===== config.mk =====
export PLATFORM = sky130hd
export DESIGN_NAME = instr_loader
export DESIGN_NICKNAME = d
export VERILOG_FILES = /design/src/rtl/instr_loader.sv
export SDC_FILE = /design/constraint.sdc
export NUM_CORES = 1
export LEC_CHECK = 0
export CAP_MARGIN = 15
export CORE_MARGIN = 4
export CORE_UTILIZATION = 44
export CTS_BUF_LIST = sky130_fd_sc_hd__clkbuf_16
export CTS_CLUSTER_DIAMETER = 40
export DETAILED_ROUTE_END_ITERATION = 8
export GPL_ROUTABILITY_DRIVEN = 0
export MAX_ROUTING_LAYER = met4
export PLACE_DENSITY_LB_ADDON = 0.05
export SYNTH_ARGS = -nofsm -noshare
export SYNTH_HDL_FRONTEND = slang
export SYNTH_SLANG_ARGS = --single-unit

===== constraint.sdc =====
create_clock -name clk -period 1.8 [get_ports clk]
set_input_delay 0.54 -clock clk [delete_from_list [all_inputs] [get_ports clk]]
set_output_delay 0.54 -clock clk [all_outputs]
set_load 0.02 [all_outputs]

===== src/rtl/instr_loader.sv =====
// instr_loader
//   Fills the CPU's 256x9 instruction memory from a host byte stream and keeps
//   the CPU control unit in reset until the whole program has been written.
//
//   Stream: count byte C (N = C+1 words), then N pairs HI, LO.
//     HI = {1'b1, 6'b0, instr[8]}   LO = instr[7:0]
//   Words are written to consecutive addresses starting at 0.
//
//   Handshake: a byte moves on a rising clk edge where in_valid & in_ready.
//   in_ready depends only on the state. in_valid while in_ready=0 is ignored,
//   and that byte stays with the host.
//
// Ports
//   clk        clock, rising edge
//   reset      asynchronous, active-high
//   start      one-cycle pulse; begins a load from IDLE, DONE or ERR
//   in_data    host byte
//   in_valid   host byte valid
//   in_ready   loader can accept a byte (COUNT, HI, LO)
//   mem_we     one-cycle write strobe per word
//   mem_addr   write address (register)
//   mem_wdata  write data {opcode[2:0], ra1, ra2, wa} (register)
//   cpu_hold   holds the CPU control unit in reset (low only in DONE)
//   busy       load in progress (COUNT, HI, LO, WRITE)
//   load_done  level; the full program is written
//   err        level; bad HI marker, load aborted
//   dbg_state  current FSM state encoding
module instr_loader #(
  parameter int ADDR_W = 8
) (
  input  logic              clk,
  input  logic              reset,
  input  logic              start,
  input  logic [7:0]        in_data,
  input  logic              in_valid,
  output logic              in_ready,
  output logic              mem_we,
  output logic [ADDR_W-1:0] mem_addr,
  output logic [8:0]        mem_wdata,
  output logic              cpu_hold,
  output logic              busy,
  output logic              load_done,
  output logic              err,
  output logic [2:0]        dbg_state
);

  typedef enum logic [2:0] {
    S_IDLE  = 3'd0,
    S_COUNT = 3'd1,
    S_HI    = 3'd2,
    S_LO    = 3'd3,
    S_WRITE = 3'd4,
    S_DONE  = 3'd5,
    S_ERR   = 3'd6
  } state_t;

  state_t            r_state;
  state_t            w_next;
  logic [ADDR_W-1:0] r_addr;
  logic [8:0]        r_wdata;
  logic [7:0]        r_remaining;   // words still to write after the current one

  logic w_xfer;
  logic w_marker_ok;
  logic w_start_ok;

  assign w_xfer      = in_valid & in_ready;
  assign w_marker_ok = in_data[7] & (in_data[6:1] == 6'd0);
  // A start pulse only restarts from a resting state; mid-load it is dropped.
  assign w_start_ok  = start & ((r_state == S_IDLE) | (r_state == S_DONE) |
                                (r_state == S_ERR));

  // State register
  always_ff @(posedge clk or posedge reset) begin
    if (reset) r_state <= S_IDLE;
    else       r_state <= w_next;
  end

  // Next-state logic
  always_comb begin
    w_next = r_state;
    case (r_state)
      S_IDLE:  if (w_start_ok) w_next = S_COUNT;
      S_COUNT: if (w_xfer) w_next = S_HI;
      S_HI:    if (w_xfer) w_next = w_marker_ok ? S_LO : S_ERR;
      S_LO:    if (w_xfer) w_next = S_WRITE;
      S_WRITE: w_next = (r_remaining == 8'd0) ? S_DONE : S_HI;
      S_DONE:  if (w_start_ok) w_next = S_COUNT;
      S_ERR:   if (w_start_ok) w_next = S_COUNT;
      default: w_next = S_IDLE;
    endcase
  end

  // Moore output decode
  always_comb begin
    in_ready  = 1'b0;
    mem_we    = 1'b0;
    cpu_hold  = 1'b1;
    busy      = 1'b0;
    load_done = 1'b0;
    err       = 1'b0;
    case (r_state)
      S_COUNT, S_HI, S_LO: begin
        in_ready = 1'b1;
        busy     = 1'b1;
      end
      S_WRITE: begin
        mem_we = 1'b1;
        busy   = 1'b1;
      end
      S_DONE: begin
        load_done = 1'b1;
        cpu_hold  = 1'b0;
      end
      S_ERR:   err = 1'b1;
      default: ;
    endcase
  end

  // Datapath: address, write data and remaining-word counter
  always_ff @(posedge clk or posedge reset) begin
    if (reset) begin
      r_addr      <= '0;
      r_wdata     <= 9'd0;
      r_remaining <= 8'd0;
    end else begin
      case (r_state)
        S_COUNT: if (w_xfer) begin
          r_remaining <= in_data;
          r_addr      <= '0;
        end
        S_HI: if (w_xfer && w_marker_ok) r_wdata[8] <= in_data[0];
        S_LO: if (w_xfer) r_wdata[7:0] <= in_data;
        S_WRITE: begin
          // After the last word the address stays on it (no wrap to 0).
          if (r_remaining != 8'd0) begin
            r_remaining <= r_remaining - 8'd1;
            r_addr      <= r_addr + ADDR_W'(1);
          end
        end
        default: ;
      endcase
    end
  end

  assign mem_addr  = r_addr;
  assign mem_wdata = r_wdata;
  assign dbg_state = r_state;

endmodule


---- After elaboration in Yosys (flattened, before gate mapping) ----
Cells that the tools add are included.
W data, S select, Z words.
cells by class
  add/subtract/negate cells ............... 2
  eq/ne operators ......................... 11
  muxes and demuxes ....................... 19
  bitwise operators ....................... 5
  reduce and logical (&&, ||, !) cells .... 13
operators with widths
  operator               number
  $mux W8                4
  $pmux W8 S2            2
  $mux W3                6
  $pmux W3 S5            1
  $eq A3 B3 Y1 const B   3
  $add A8 B1 Y8 const B  1
  $logic_not A8 Y1       1
  $ne A2 B2 Y1 const B   4
  $reduce_bool A8 Y1     1
  $sub A8 B1 Y8 const B  1
  $eq A3 B2 Y1 const B   2
  $logic_not A6 Y1       1
  $mux W1                6
  $reduce_or A3 Y1       2
  $reduce_and A2 Y1      2
  $reduce_and A4 Y1      1
  $reduce_or A4 Y1       1
  $and A1 B1 Y1          3
  $eq A3 B1 Y1 const B   1
  $logic_not A3 Y1       1
  $reduce_and A3 Y1      1
  $ne A2 B1 Y1 const B   1
  $or A1 B1 Y1           2
  $reduce_bool A2 Y1     1
  $logic_and A1 B1 Y1    1
word-level totals
  flip-flop bits (word level) ............. 28
  input port bits ......................... 12
  output and inout bits ................... 26
  logic and storage cells ................. 55

---- Logic depth before layout (Yosys ltp) ----
  word-level depth ........................ 6
  mapped depth ............................ 6
  gate-level depth less buffers ........... 6

---- Worst setup path after synthesis ----
No wires, ideal clock.
  path kind ............................... register -> output
  start ................................... register r_state[2] (netlist: dbg_state[2])
  end ..................................... output port cpu_hold
  arrival ................................. 1.559 ns
  required time ........................... 1.260 ns
  slack ................................... -0.299 ns
  cell stages (with the launch flop) ...... 5
  buffers on the path ..................... 1
  path through ............................ dfrtp_1 -> buf_2 -> inv_1 -> nor3_1 -> inv_1
on the way
  word-level cells in the longest chain between the ends .. 2
ends and longest elaborated chain
  item                      RTL line  text
  start: declaration        57        state_t r_state;
  start signal: assignment  76        else r_state <= w_next;
  $eq A3 B3 Y1              102       case (r_state)
  $mux W1                   102
  end: declaration          40        output logic cpu_hold,
Every way passes these cells.

---- Worst setup path after layout ----
  start ................................... register r_state[1] (netlist: dbg_state[1])
  end ..................................... output port mem_we
on the way
  word-level cells in the longest chain between the ends .. 2
ends and longest elaborated chain
  item              RTL line  text
  $eq A3 B3 Y1      102
  $mux W1           102
  end: declaration  37        output logic mem_we,
Every way passes these cells.

==> metrics.md <==
| Metric | Value |
|---|---|
| Detailed Place HPWL | `3.25 mm` |
| CP Launch Point | `dbg_state[1]$_DFFE_PP0P_` |
| Overall global routing resource usage | `22.5%` |
| CTS clk-pin slew, worst paths | `0.07 ns` |
| Routed via count | `1,585` |
| Mapped Cells | `158` |
| Number of synthesis warnings | `0` |
| Crit Path Category | `flip-flop to output port` |
| Async set-reset flop share out of synthesis | `100%` |
| Routed length per instance | `16.4 um` |
| CTS Hold Bufs | `0` |
| Final non-filler cell total | `287` |
| Cell taking the most area after synthesis | `dfrtp_1` |
| Initial antenna violation count | `0` |
| Final Cell Area | `0.00261 mm^2` |
| Die boundary width | `67.4 um` |
| H-tree levels | `1` |
| Fmax | `0.548 GHz` |
| Final setup vio count | `1` |
| Largest cells by area after synthesis | `dfrtp_1 45%, mux2_2 7.3%, nor2_1 3.9%` |
| Site row count | `21` |
| TritonRoute pass-1 iters | `4` |
| RSZ-0062 raised after global routing | `true` |
| Fin worst setup slack | `-0.0236 ns` |
| Placed insts | `276` |
| I/O Pins | `38` |
| Syn_area_per_cell | `9.82 um^2` |
| Initial DRC count | `82` |
| Area Growth Syn to Fin | `68.5%` |
| CP max FO | `3` |
| Violated checks | `setup timing` |
| Layout Nets | `257` |
| Worst-Margin Slew | `0.434 ns` |
| Yosys top cell area share | `45.2%` |
| Min Clock Period, post-route | `1.82 ns` |
| Outcome | `finished with violations` |
| Power Density | `1490 mW/mm^2` |
| Crit share post-route | `101%` |
| Top-count cell post-synth | `dfrtp_1` |
| Min-delay src | `mem_addr[6]$_DFFE_PP0P_` |
| Cell area after synthesis | `0.00155 mm^2` |
| Initial core utilization | `46.1%` |
| Ys flop type | `dfrtp_1` |
| Syn_nets | `173` |
| Post-Route WL | `4.70 mm` |
| DP Area | `0.00229 mm^2` |
| Number of global-route vias before repair | `1,649` |
| Critical path startpoint category | `flip-flop` |
| Max Cap Viol | `0` |
| Max_slew headroom | `70.6%` |
| Clock latency on the worst-skew pair | `0.26 ns` |
| # port buffers | `37` |
| Register area share after synthesis | `45.2%` |
| DRT antenna net count | `0` |
| P_leak | `1.28 nW` |
| CTS max path bufs | `2` |
| Die extent in y | `67.4 um` |
| Final Slew Violations | `0` |
| Total clock sinks | `28` |
| Worst path required time | `1.26 ns` |
| Core footprint | `0.00336 mm^2` |
| Setup Skew | `0.00200 ns` |
| Worst r2r src | `dbg_state[1]$_DFFE_PP0P_` |
| CTS root buffer | `clkbuf_16` |
| Gr ovfl total | `0` |
| Hold Crit Class | `flip-flop to flip-flop` |
| Arrival @ worst endpoint | `1.28 ns` |
| Die area | `0.00454 mm^2` |
| Antenna Cells | `0` |
| Post-synthesis register bit count | `28` |
| Yosys cell types | `42` |
| Most instantiated cells after synthesis | `28 x dfrtp_1, 16 x nor2_1, 10 x a21oi_1, 10 x mux2_2, 10 x nand2_1` |
| # DRC | `0` |
| Global-route wire length before repair | `7.49 mm` |
| TritonCTS buffer count | `3` |
| Share of cells above drive strength 1 | `41.5%` |
| CTS tree | `done` |
| EDFF count, synth | `0` |
| Max rail drop VDD | `856 uV` |
| Endpoint class of the critical path | `output port` |
| Pin count of the biggest net entering global routing | `29` |
| Final Hold Fails | `0` |
| DR vias/cell | `5.52` |
[timing repair]
| action | in CTS | in global routing |
|---|---|---|
| buffers inserted | 3 | 4 |
| setup endpoints to repair | 22 | 32 |
| pin swaps | 7 | 11 |
| resized for setup | 60 | 34 |
| endpoints found under the hold margin | 0 | 0 |
[final cells by class]
type | instances | area, um^2
clock buffer | 3 | 75.1
clock inverter | 1 | 3.75
fill | 240 | 749
inverter | 7 | 31.3
multi-input combinational | 116 | 942
sequential | 28 | 703
tap | 46 | 57.6
timing repair buffer | 86 | 801
[per-stage QoR]
step           setup TNS [ns]  hold slack, ns  worst slack [ns]  util (%)  power (mW)
2_1_floorplan               0           0.514           0.00206         -        2.05
3_3_place_gp            -2.86           0.490            -0.218      68.1        2.97
3_5_place_dp            -3.24           0.493            -0.223      68.1        3.03
4_1_cts               -0.0584           0.508           -0.0311      72.8        3.69
5_1_grt                -0.371           0.517           -0.0579      77.7        4.15
6_report              -0.0236           0.501           -0.0236      77.7        3.90
[cell usage in the layout, fill, tap and decap left out, types with 7 or more instances in the layout]
cell / synthesis / layout
buf_6: 1 / 13
a21oi_1: 10 / 7
mux2_2: 10 / 10
nor2_1: 16 / 13
o21ai_0: 8 / 8
buf_4: 0 / 40
clkdlybuf4s50_1: 0 / 12
dlygate4sd2_1: 0 / 7
nand3_1: 7 / 7
dfrtp_1: 28 / 26
nand2_1: 10 / 10
dlymetal6s2s_1: 0 / 11
[cells by family (layout without fill, tap and decap cells)]
logic type	after synthesis	count (layout)	synth area share, %
and+or+nand+nor	62	62	22.4
adders and majority gates	3	3	2.42
xor gates and xnor gates	4	4	2.26
buffers and inverters	14	97	4.35
AOI/OAI and AO/OA	35	35	14.8
muxes	12	12	8.55
DFF	28	28	45.2
[power breakdown]
part | switching [mW] | leakage [nW] | internal (mW)
clock network | 0.219 | 0.0385 | 0.298
registers | 0.193 | 0.349 | 0.868
logic | 1.16 | 0.892 | 1.16
[layer usage]
| metal | global-route usage, % | share of wire, % | up-vias |
|---|---|---|---|
| met1 | 26.0 | 41 | 779 |
| met2 | 39.1 | 52 | 55 |
| met4 | 7.59 | 2.1 | 0 |
| met5 | - | 0 | - |
| met3 | 3.99 | 4.6 | 9 |
| li1 | - | - | 742 |
[worst paths after layout]
check	to	cells after the start	slack [ns]
worst max register to register	mem_addr[7]$_DFFE_PP0P_	6	0.01
min in group asynchronous	r_remaining[4]$_DFFE_PP0P_	3	0.65
worst min-delay path	mem_addr[6]$_DFFE_PP0P_	1	0.50
worst max-delay path	mem_we	3	-0.02
max in group asynchronous	dbg_state[0]$_DFFE_PP0P_	3	0.86
worst min register to register	mem_addr[6]$_DFFE_PP0P_	1	0.50
[registers in the layout, summed over array words and instances, names as in the netlist]
signal,count
mem_addr,8
dbg_state,3
r_remaining,8
mem_wdata,9
[worst max-delay path, cell delays in order, from the launching register on]
cell and delay [ns]:
dfrtp_2 0.43, or3b_4 0.43, clkinv_4 0.06, buf_6 0.10
No activity file was read; power rests on OpenSTA's default activity.
==> patch (same flow settings) <==
Register the output `err`, cleared by the reset; this adds one clock of latency there. The other outputs are not delayed to match.
--- a/src/rtl/instr_loader.sv
+++ b/src/rtl/instr_loader.sv
@@ -55,4 +55,6 @@
   } state_t;
 
+  logic err_d;
+
   state_t            r_state;
   state_t            w_next;
@@ -99,5 +101,5 @@
     busy      = 1'b0;
     load_done = 1'b0;
-    err       = 1'b0;
+    err_d     = 1'b0;
     case (r_state)
       S_COUNT, S_HI, S_LO: begin
@@ -113,5 +115,5 @@
         cpu_hold  = 1'b0;
       end
-      S_ERR:   err = 1'b1;
+      S_ERR:   err_d = 1'b1;
       default: ;
     endcase
@@ -148,4 +150,12 @@
   assign dbg_state = r_state;
 
+  always_ff @(posedge clk or posedge reset) begin
+    if (reset) begin
+      err <= '0;
+    end else begin
+      err <= err_d;
+    end
+  end
+
 endmodule
 
Formal check against the unedited RTL: not equivalent (Yosys sat finds a counterexample within 4 cycles, from zero or initial values and one cycle with reset high).
==> patch against the unedited design <==
  * The run still ends with negative setup slack left
  * Final area decreased by 0.24%
  * Wire length increased by 5.9%
  * Power increased by 16%
  * Worst setup slack better by 1.1 ps
  * First-iteration DRC count rose by 99%
  * Sequential cell count rose by 1
  * Core utilization is 2.0 points lower
  * Fmax is essentially flat
  * Combinational power grew 13%
  * Synthesized area is 4.6% higher
  * Sequential share of layout area grew 0.98 points
  * Synthesized cell count rose by 3.8%
  * Clock power up 52%
  * Critical path type is now reg -> reg
  * Largest power group unchanged
==> patch: results (changes against the unedited design) <==
| Metric | Value |
|---|---|
| Clk_skew | 4.98 ps (was 2.00 ps) |
| Largest net degree at the start of global routing | 30 (was 29) |
| Cts bufs inserted | 5 (was 3) |
| Synth top cells by count | 29 x dfrtp_1, 10 x mux2_2, 10 x nand2_1 (was 28 x dfrtp_1, 16 x nor2_1, 10 x a21oi_1, 10 x mux2_2, 10 x nand2_1) |
| Count of cell types in the netlist | 40 (was 42) |
| Placement Setup Slack | -263 ps (was -223 ps) |
| Root buffer cell | clkbuf_16 (unchanged) |
| Syn. warnings | 0 (unchanged) |
| Average wire per standard cell | 17.3 microns (was 16.4 microns) |
| Pleak | 0.00124 uW (was 0.00128 uW) |
| Syn Nets | 179 (was 173) |
| Failing checks | negative setup slack (unchanged) |
| Multiplexer area fraction after synthesis | 6.94% (was 8.55%) |
| Sequential area share after synthesis | 44.7% (was 45.2%) |
| Reg clk slew, reported paths | 50 ps (was 70 ps) |
| Xor/xnor share of the synthesized area | 1.08% (was 2.26%) |
| Measured slew at the worst slew-check pin | 368 ps (was 434 ps) |
| Internal power | 2710 uW (was 2330 uW) |
| Fraction of layout cells with a size suffix above 1 | 38.8% (was 41.5%) |
| Status | finished with violations (unchanged) |
| Crit-path slowest cell | or3b_4 (was dfrtp_2) |
| Seq. pwr | 1120 uW (was 1060 uW) |
| Setup violators final | 3 (was 1) |
| Placed inst area | 2320 sq um (was 2290 sq um) |
| Synth Area in Compound Gates | 17.8% (was 14.8%) |
| Worst Setup Slack, final | -22.5 ps (was -23.6 ps) |
| Nets | 256 (was 257) |
| First-pass GRT wire length | 8030 microns (was 7490 microns) |
| Worst Path Max Fanout | 5 (was 3) |
| Total chip power | 4530 uW (was 3900 uW) |
| Vias/cell | 5.78 (was 5.52) |
| Synth Area in Adders | 2.31% (was 2.42%) |
| Avg Synthesized Cell Area | 9.90 sq um (was 9.82 sq um) |
| Routed vias | 1664 (was 1585) |
| Top cells by area, synth | dfrtp_1 45%, mux2_2 6.9%, a21oi_1 2.8%, o211ai_1 2.8%, or4_1 2.8% (was dfrtp_1 45%, mux2_2 7.3%, nor2_1 3.9%, a21oi_1 3.2%, o21ai_0 2.6%) |
| Setup TNS | -60.4 ps (was -23.6 ps) |
| Max H-tree Level | 2 (was 1) |
| Power Combinational | 2620 uW (was 2320 uW) |
| Global-route usage over all layers | 23.9% (was 22.5%) |
patch: cell count changes after synthesis, moves of 4 or more:
cell,before,now
o22ai_1,0,4
o2bb2ai_1,0,4
nor2_1,16,9
or4_1,2,6
o211ai_1,2,6
patch: worst max-delay path, delay by kind of cell, from the launching register on:
family,cells,cell delay [ps]
AO/OA/AOI/OAI,3,690
AND/OR/NAND/NOR,1,430
flip-flops,1,390
adder cells (fa/ha/maj),1,130
buffers and inverters,1,70
patch: per-layer routing:
metal | vias up | routed length, microns | global-route usage, %
met1 | 802 | 2110 | 31.2
met5 | - | 0 | -
met4 | 0 | 129 | 9.73
met2 | 77 | 2420 | 36.0
li1 | 771 | - | -
met3 | 14 | 321 | 5.35
patch: cell families (layout without fill, tap and decap cells):
family,Yosys count,count (layout)
adders and majority gates,3,3
DFF,29,29
AOI/OAI and AO/OA,42,43
muxes,10,10
xor gates and xnor gates,2,2
and+or+nand+nor,59,59
buffers and inverters,19,96
patch: area by class of cell:
type / instances / area, sq um
clock buffer: 5 / 125
timing repair buffer: 78 / 708
clock inverter: 3 / 12.5
inverter: 10 / 50.0
multi-input combinational: 117 / 927
fill: 262 / 835
tap: 46 / 57.6
sequential: 29 / 727
patch: final timing paths:
| check | startpoint | end | cells after the start |
|---|---|---|---|
| max | r_remaining[0] | r_remaining[0] | 6 |
| min | mem_wdata[5] | mem_wdata[5] | 1 |
| max reg2reg | r_remaining[0] | r_remaining[0] | 6 |
| min reg2reg | mem_wdata[5] | mem_wdata[5] | 1 |
| max in group asynchronous | reset | dbg_state[1] | 3 |
| min in group asynchronous | reset | dbg_state[2] | 3 |
patch: what timing repair did:
item | in CTS | in global routing
setup buffers | 2 | 1
cloned | 1 | 0
setup endpoints to repair | 27 | 28
pin swaps | 3 | 7
gates resized for setup | 39 | 39
